[config.mk]
export PLATFORM = sky130hd
export DESIGN_NAME = ram8_seq_ctrl
export DESIGN_NICKNAME = d
export VERILOG_FILES = /design/src/rtl/ram8_seq_ctrl.sv
export SDC_FILE = /design/constraint.sdc
export NUM_CORES = 1
export LEC_CHECK = 0
export ABC_AREA = 1
export BUFFER_PORTS_ARGS = -buffer_cell sky130_fd_sc_hd__buf_2
export CAP_MARGIN = 25
export CORE_UTILIZATION = 60
export DETAILED_ROUTE_END_ITERATION = 6
export GPL_TIMING_DRIVEN = 0
export MAX_ROUTING_LAYER = met4
export PLACE_DENSITY = 0.84
export SYNTH_ARGS = -nofsm -noshare
export SYNTH_HDL_FRONTEND = slang
export SYNTH_SLANG_ARGS = --single-unit
export TNS_END_PERCENT = 30
[constraint.sdc]
create_clock -name clk -period 4.2 [get_ports clk]
set_input_delay 0.21 -clock clk [delete_from_list [all_inputs] [get_ports clk]]
set_output_delay 0.21 -clock clk [all_outputs]
set_load 0.01 [all_outputs]
[src/rtl/ram8_seq_ctrl.sv]
// rtl/ram8_seq_ctrl.sv - RAM8 fill + readback-verify sequencer (self-test engine)
// Optional: RAM8_SEQ_ERRCNT_EN adds err_count and a full read sweep on mismatch.
module ram8_seq_ctrl #(
    parameter int WIDTH = 16,
    parameter int AW    = 3
) (
    input  logic             clk,
    input  logic             rst_n,
    input  logic             start,
    input  logic [WIDTH-1:0] pattern_base,
    input  logic [WIDTH-1:0] pattern_step,
    output logic             busy,
    output logic             done,
    output logic             error,
    output logic [AW-1:0]    err_addr,
`ifdef RAM8_SEQ_ERRCNT_EN
    output logic [AW:0]      err_count,
`endif
    output logic             ram_load,
    output logic [AW-1:0]    ram_address,
    output logic [WIDTH-1:0] ram_in,
    input  logic [WIDTH-1:0] ram_out
);

    typedef enum logic [1:0] {
        S_IDLE  = 2'd0,
        S_WRITE = 2'd1,
        S_READ  = 2'd2,
        S_DONE  = 2'd3
    } state_t;

    localparam logic [AW-1:0] LAST = {AW{1'b1}};

    state_t           state;
    logic [AW-1:0]    idx;
    logic [WIDTH-1:0] expected;
    logic [WIDTH-1:0] base_q;
    logic [WIDTH-1:0] step_q;
    logic [WIDTH-1:0] expected_next;
    logic             mismatch;
    logic             finish_read;

    // Running accumulator: base + idx*step, wrapping modulo 2^WIDTH.
    assign expected_next = expected + step_q;
    assign mismatch      = (state == S_READ) && (ram_out != expected);

`ifdef RAM8_SEQ_ERRCNT_EN
    assign finish_read = (idx == LAST);
`else
    // Without the counter the pass is cut short at the first bad word.
    assign finish_read = (idx == LAST) || mismatch;
`endif

    always_ff @(posedge clk or negedge rst_n) begin
        if (!rst_n) begin
            state       <= S_IDLE;
            idx         <= '0;
            expected    <= '0;
            base_q      <= '0;
            step_q      <= '0;
            busy        <= 1'b0;
            done        <= 1'b0;
            error       <= 1'b0;
            err_addr    <= '0;
`ifdef RAM8_SEQ_ERRCNT_EN
            err_count   <= '0;
`endif
            ram_load    <= 1'b0;
            ram_address <= '0;
            ram_in      <= '0;
        end else begin
            case (state)
                S_IDLE: begin
                    done <= 1'b0;
                    if (start) begin
                        base_q      <= pattern_base;
                        step_q      <= pattern_step;
                        expected    <= pattern_base;
                        idx         <= '0;
                        error       <= 1'b0;
                        err_addr    <= '0;
`ifdef RAM8_SEQ_ERRCNT_EN
                        err_count   <= '0;
`endif
                        state       <= S_WRITE;
                        busy        <= 1'b1;
                        ram_load    <= 1'b1;
                        ram_address <= '0;
                        ram_in      <= pattern_base;
                    end
                end

                S_WRITE: begin
                    if (idx == LAST) begin
                        state       <= S_READ;
                        idx         <= '0;
                        expected    <= base_q;
                        ram_load    <= 1'b0;
                        ram_address <= '0;
                        ram_in      <= '0;
                    end else begin
                        idx         <= idx + 1'b1;
                        expected    <= expected_next;
                        ram_address <= idx + 1'b1;
                        ram_in      <= expected_next;
                    end
                end

                S_READ: begin
                    if (mismatch) begin
`ifdef RAM8_SEQ_ERRCNT_EN
                        err_count <= err_count + 1'b1;
`endif
                        if (!error) begin
                            error    <= 1'b1;
                            err_addr <= idx;
                        end
                    end
                    if (finish_read) begin
                        state       <= S_DONE;
                        idx         <= '0;
                        busy        <= 1'b0;
                        done        <= 1'b1;
                        ram_address <= '0;
                    end else begin
                        idx         <= idx + 1'b1;
                        expected    <= expected_next;
                        ram_address <= idx + 1'b1;
                    end
                end

                S_DONE: begin
                    done  <= 1'b0;
                    state <= S_IDLE;
                end

                default: begin
                    state       <= S_IDLE;
                    busy        <= 1'b0;
                    done        <= 1'b0;
                    ram_load    <= 1'b0;
                    ram_address <= '0;
                    ram_in      <= '0;
                end
            endcase
        end
    end

endmodule

==> summary by stage, run 1 <==
Route
The total iterations of the first detailed-routing run is 5. In the detailed route, the total length drawn on met3 is 990 µm. For this run, design rule violations remaining after detail routing come to 0. Summed over all layers, the routed wires come to 14400 µm. The routed layout has 5022 vias. The detailed router used layers up to and including met4. The count of nets left with antenna violations once routing finished came out at 0. The routed wirelength normalized by instance count is 15.6 µm. The first routing iteration left ~380 violations. The routed design uses 6960 µm of met2 wire. In the routed layout, each cell is associated on average with a via count of 5.46.

The detailed router put a total of about 6000 µm of wire on met1.

STA
The post-route fraction of the period consumed by the critical path is 0.583. After layout, the minimum clock period comes to about 2.5 ns. After routing, the total negative slack on setup checks comes to 0 ns. The setup-violating endpoint count in the final report is 0. The maximum clock frequency is about 410 MHz. The worst setup skew after layout is 0.0110 ns. The minimum hold slack is 0.0366 ns. The worst max-slew margin expressed relative to the limit is 0.569.

The count of final hold-check violations was 0. The measured slew at the worst slew-check pin is 0.647 ns. Setup repair after global routing left no endpoint under its margin.

The max-slew violation count is 0.

Clocking
The number of gates resized after CTS was 0. The cell at the root of the clock tree is clkbuf_8. Post-CTS timing repair inserted 0 buffers for setup. The maximum buffer depth of the clock tree is 2. After clock tree synthesis, the clock-pin slew on the worst setup and hold paths is roughly 0.09 ns. TritonCTS built the clock tree. For this design, the sink count on the clock tree is 76. Buffers inserted to repair hold after CTS numbered 1.

The number of buffers created by CTS is 9. The clock latency at the later pin of the worst-skew pair is roughly 0.37 ns. The H-tree generated during clock tree synthesis spans 3 levels.

Synthesis
The share of the Yosys chip area taken by registers is 0.393. For this run, the leading register cell type out of synthesis is dfrtp_1. The average footprint of a synthesized cell is 6.69 µm².

The fraction of post-synthesis cell area in the top cell type by area is 0.393. Counting every net in the synthesized netlist gives 797. For this run, the number of Yosys warnings is 0.

The number of register bits inferred by synthesis is 76. Counting every instance in the synthesized netlist gives 723. By instance count, the leading cell after synthesis is nand2_1.

The netlist area before placement is 0.00483 mm². The number of enable flip-flop cells after synthesis is 0. The number of library cell types mapped by synthesis is 31.

The commonest cells after synthesis are nand2_1, inv_1, dfrtp_1. The largest total area in the synthesized netlist belongs to dfrtp_1. For this run, asynchronously set or reset flops after synthesis account for 1.00. By area the synthesized netlist is led by dfrtp_1, nand2_1, inv_1.

Global routing
Across every metal layer, demand over resource in global routing totals 0.372. The final global-route overflow total is 0. The initial antenna violation count is 0. The number of global-route vias before repair is 4865. The largest net degree at the start of global routing is 59. The first global-routing pass estimated 23300 µm of wire.

Placement
The number of port buffers is 76. After legalization and detailed placement, the total HPWL measured 11000 µm. The congestion estimate from routability-driven global placement came to roughly 0.98.

Setup path
Data on the critical path arrives at its endpoint at 2.74 ns. By startpoint and endpoint, the worst setup path is classified as register to register. The maximum net fanout on the critical path is 10.

At the worst endpoint, the required time is 4.49 ns. The category of the worst setup path launch point is a register. The worst setup path is captured at a register.

Outcome
The flow ran to the end, and the final reports show no timing, DRC or antenna violations.

Floorplanning
The die covers 0.00842 mm². The starting density of the core is 0.622. between 70 and 80 I/O pins were placed. In this run the standard cell core region covers 0.00777 mm². The floorplan die width is 91.8 µm. Measured along the y axis, the die boundary spans 91.8 µm. The number of core rows is 32.

Final layout
At the end of the flow, the number of nets in the layout was 886. In the final layout, the share of cells above drive strength 1 is 0.140. The number of antenna diodes in the final layout is 0. The area overhead of the layout relative to synthesis is 16.1%.

Power and ir drop
The reported leakage power is approximately 3.3 nW. The cell area power density is roughly 920 mW/mm². The worst IR drop on VDD is roughly 0.61 mV.

Flow run
Across the run, the number of max-cap violations was 0.

Min path
The path class of the tightest hold or removal check is primary input to register.
==> per-layer routing <==
layer | vias to the layer above | GRT usage
met3 | 38 | 0.0506
li1 | 2423 | -
met2 | 241 | 0.625
met1 | 2320 | 0.462
met4 | 0 | 0.138
met5 | - | -
==> worst max-delay path, stage by stage (launching register included) <==
cell     delay (ns)
dfrtp_1        0.42
ha_1           0.21
ha_1           0.28
nor2_4         0.31
inv_2          0.06
nand2_1        0.24
buf_2          0.32
nand3_1        0.11
a22oi_1        0.24
nand2_1        0.10
o21ai_1        0.07
==> state kept, by name (all words and copies together), names as in the netlist <==
signal / flops
state: 2
err_addr: 3
error: 1
base_q: 16
idx: 3
busy: 1
step_q: 16
ram_in: 16
expected: 16
ram_load: 1
done: 1
==> cells by family (layout without fill, tap and decap cells) <==
| group | count (synthesis) | after routing | synth area share |
|---|---|---|---|
| xor gates and xnor gates | 3 | 3 | 0.00544 |
| buffers and inverters | 130 | 224 | 0.103 |
| and+or+nand+nor | 403 | 403 | 0.338 |
| adders and majority gates | 23 | 23 | 0.0611 |
| DFF | 76 | 76 | 0.393 |
| AOI/OAI and AO/OA | 88 | 88 | 0.0986 |
==> cells in the final DEF (no fill, tap or decap), types with 2 or more instances in the layout <==
| master | Yosys | layout |
|---|---|---|
| o21ai_2 | 2 | 2 |
| inv_2 | 5 | 5 |
| o21ai_0 | 24 | 24 |
| a221oi_1 | 2 | 2 |
| nand4_1 | 6 | 6 |
| clkbuf_1 | 13 | 13 |
| nand3_1 | 51 | 51 |
| bufinv_16 | 0 | 2 |
| nand3b_1 | 2 | 2 |
| a21oi_1 | 43 | 43 |
| nand2_1 | 284 | 284 |
| nor2_2 | 2 | 2 |
| clkbuf_8 | 0 | 9 |
| inv_1 | 107 | 107 |
| dfrtp_1 | 76 | 76 |
| o21ai_1 | 12 | 12 |
| xor2_1 | 2 | 2 |
| or2_2 | 4 | 4 |
| inv_6 | 0 | 3 |
| ha_1 | 22 | 22 |
| nor2_1 | 50 | 50 |
| a31oi_1 | 2 | 2 |
| buf_2 | 2 | 77 |
| a22oi_1 | 2 | 2 |
==> layout make-up <==
type	instances	area (µm²)
multi-input cells	517	2430
fillers	674	2160
flip-flops and latches	76	1900
inverters	114	429
repair buffers	78	420
well taps	102	128
clock buffers	9	124
clock inverters	7	105
plain buffers	16	70.1
==> metrics by stage <==
step           cell area (µm²)  utilization  power (mW)  instances  setup slack, ns
2_1_floorplan             4830            -        3.47        723             2.33
3_3_place_gp              5340        0.688        4.30        901             1.86
3_5_place_dp              5370        0.692        4.42        902             1.83
4_1_cts                   5610        0.722        5.10        919             1.80
5_1_grt                   5610        0.722        5.59        919             1.65
6_report                  5610        0.722        5.16        919             1.75
==> where the power goes <==
| group | switching, mW | internal, mW | leakage (nW) |
|---|---|---|---|
| registers | 0.257 | 1.09 | 0.927 |
| clock network | 0.323 | 0.345 | 0.113 |
| logic | 2.10 | 1.05 | 2.21 |
==> final timing paths <==
check                                 from          end  slack, ns  depth (start not counted)
setup / recovery                    idx[0]  expected[7]       1.75                         10
hold / removal             pattern_step[5]    step_q[5]       0.04                          3
setup reg to reg                    idx[0]  expected[7]       1.75                         10
hold reg to reg                err_addr[2]  err_addr[2]       0.49                          2
max in group asynchronous            rst_n    ram_in[1]       3.34                          3
min in group asynchronous            rst_n  expected[3]       0.27                          2
Power figures use the tool's default switching activity.
==> run 2, diff against run 1 <==
--- a/config.mk
+++ b/config.mk
@@ -8,11 +8,11 @@
 export ABC_AREA = 1
 export BUFFER_PORTS_ARGS = -buffer_cell sky130_fd_sc_hd__buf_2
 export CAP_MARGIN = 25
-export CORE_UTILIZATION = 60
+export CORE_UTILIZATION = 57
 export DETAILED_ROUTE_END_ITERATION = 6
 export GPL_TIMING_DRIVEN = 0
 export MAX_ROUTING_LAYER = met4
-export PLACE_DENSITY = 0.84
+export PLACE_DENSITY = 0.8
 export SYNTH_ARGS = -nofsm -noshare
 export SYNTH_HDL_FRONTEND = slang
 export SYNTH_SLANG_ARGS = --single-unit
==> constraint.sdc (replaced) <==
create_clock -name clk -period 2.3 [get_ports clk]
set_input_delay 0.115 -clock clk [delete_from_list [all_inputs] [get_ports clk]]
set_output_delay 0.115 -clock clk [all_outputs]
set_load 0.01 [all_outputs]
==> run 2 against run 1 <==
Via count down 1.6%. Clock-buffer cell count grew 1. Final cell count rose by 2.2%. First-iteration DRC count fell by 6.0%. Sequential share of layout area down 0.84 points. Total power is 78% higher. Routed wire length is 4.4% lower. Final area up 2.5%. Largest power group unchanged.
==> summary by stage, run 2 (synthesized netlist as in run 1, its figures left out) <==
STA
In the finished design, the share of the clock period the worst path needs comes to 0.951. In this run the tightest slew margin relative to its limit is 0.608. The max-slew violation count is 0. The count of final hold-check violations is 0. The sum of negative setup slack is 0 ns. The worst setup skew after layout is 0.00797 ns. Setup repair after global routing left no endpoint under its margin. The setup-violating endpoint count in the final report is 0. For the pin with the worst max-slew slack, the measured transition is 0.588 ns.

The maximum clock frequency is 457 MHz. Counting I/O delays and the setup requirement, the final critical path takes between 2 and 2.5 ns.

Outcome
The flow ran to the end, and the final reports show no timing, DRC or antenna violations.

Clocking
The later pin in the worst-skew pair is clocked with a latency of 0.36 ns. The clock-pin transition on the worst setup and hold timing paths is 0.09 ns. The cell at the root of the clock tree is clkbuf_8.

The clock sink count is 76. The clock tree from TritonCTS is done. The number of levels in the clock H-tree is 3.

The post-CTS setup-driven buffer insertion count is 0. The number of buffers created by CTS is 9. The clock passes through at most 2 buffers.

Route
The routed design has 13700 µm of wire. The final antenna-violating net count is 0. The initial detailed-routing violation count is 360. In the final routed layout, each cell accounts on average for 14.6 µm. The first TritonRoute pass finished after 5 iterations. The number of DRC violations after detailed routing is 0. The vias after detailed routing is a little under 5000.

The number of vias per cell after detailed routing is 5.26.

Flow run
The number of max-cap violations is 0.

Setup path
The category of the worst setup path launch point is a register. The data arrival time of the critical path is 2.48 ns. The maximum net fanout on the critical path is 10. For the worst setup path, the data required time is 2.59 ns. The category of the most critical setup path is register to register. Across all register-to-register paths, the minimum setup slack is between 0.1 and 0.15 ns. The worst setup path is captured at a register.

Placement
The weighted congestion reported at the end of routability-driven placement is 0.890. The cell area after placement is 0.00537 mm². Buffers placed on the I/O ports in this run total 76. The half-perimeter wire length of the detailed placement result is 10500 µm.

Final layout
The number of antenna diodes in the final layout is 0. The number of fillers in the final layout is ~740. For this run, the post-layout net count is 903.

The share of layout cells above drive strength 1 is 0.138. The share of the core filled with cells in the final layout is 0.700. In the layout the commonest cells are nand2_1, inv_1, buf_2, dfrtp_1, nand3_1. From synthesis to final layout, the design area changed by 19.0%.

The final design instance area without fill is 0.00575 mm². The library cell used most frequently in the layout, excluding fill and tap cells, is nand2_1.

Power and ir drop
The sum of internal, switching and leakage power is 9.16 mW. For this design the ratio of total power to cell area is 1590 mW/mm². The worst IR drop on VDD is 1.07 mV.

The reported leakage power is between 3 and 4 nW.

Min path
The worst hold path class is primary input to register.

Global routing
The largest net degree at the start of global routing is 40. The number of global-route vias before repair is 4548. The initial antenna violation count is 0. The total global routing track utilization is 0.340. The first-pass GRT wire length is 21900 µm. The final global-route overflow total is 0.

Floorplanning
During I/O placement, the number of pins put on the boundary was 77. The area enclosed by the die boundary is 0.00885 mm². After floorplanning, the core was divided into 33 placement rows. The core area is 0.00822 mm².

Measured along the y axis, the die boundary spans roughly 94 µm. The starting density of the core is 0.588. In this run the horizontal extent of the chip is 94.1 µm.
## run 2: area by class of cell
| class | count | area (µm²) | share of cell area |
|---|---|---|---|
| timing repair buffer | 96 | 593 | 0.103 |
| inverter | 114 | 429 | 0.0746 |
| clock buffer | 10 | 128 | 0.0222 |
| clock inverter | 6 | 63.8 | 0.0111 |
| sequential | 76 | 1900 | 0.331 |
| tap | 105 | 131 | 0.0228 |
| buffer | 15 | 68.8 | 0.0120 |
| multi-input combinational | 517 | 2440 | 0.424 |
## run 2: through the flow
stage	setup slack [ns]	std cells	hold WS [ns]
final	0.113	939	0.00780
after global routing	0.0171	939	0.00827
after CTS	0.0320	940	0.00327
after detailed placement	-0.00143	905	0.126
after global placement	0.0274	904	0.309
after floorplan	0.433	723	-0.181
## run 2: repair_timing
action / 4_1_cts / 5_1_grt
hold buffers: 19 / 0
endpoints found under the hold margin: 55 / 0
resized for setup: 1 / 2
pin swaps: 0 / 0
setup endpoints to repair: 1 / 12
## run 2: power by group
part / switching [mW] / total [mW] / internal [mW]
Sequential: 0.460 / 2.44 / 1.98
Clock: 0.552 / 1.05 / 0.502
Combinational: 3.72 / 5.66 / 1.94
## run 2: path summary, 6_finish.rpt
kind,endpoint,cells after the start,from
setup / recovery,expected[7],10,idx[0]
hold / removal,base_q[3],3,pattern_base[3]
setup reg to reg,expected[7],10,idx[0]
hold reg to reg,busy,2,busy
max in group asynchronous,err_addr[1],3,rst_n
min in group asynchronous,step_q[15],2,rst_n
## run 2: worst max-delay path, cell delays in order, from the launching register on
cell,delay (ns)
dfrtp_1,0.41
ha_1,0.21
ha_1,0.27
nor2_4,0.28
inv_2,0.07
nand2_2,0.14
buf_4,0.21
nand3_1,0.10
a22oi_1,0.24
nand2_1,0.09
o21ai_1,0.09
## run 2: layer usage
metal  global-route usage  vias to the layer above  share of wire
met1                0.425                     2253           0.42
li1                     -                     2459              -
met3               0.0518                       23          0.069
met4                0.128                        0          0.021
met5                    -                        -              0
met2                0.555                      205           0.49
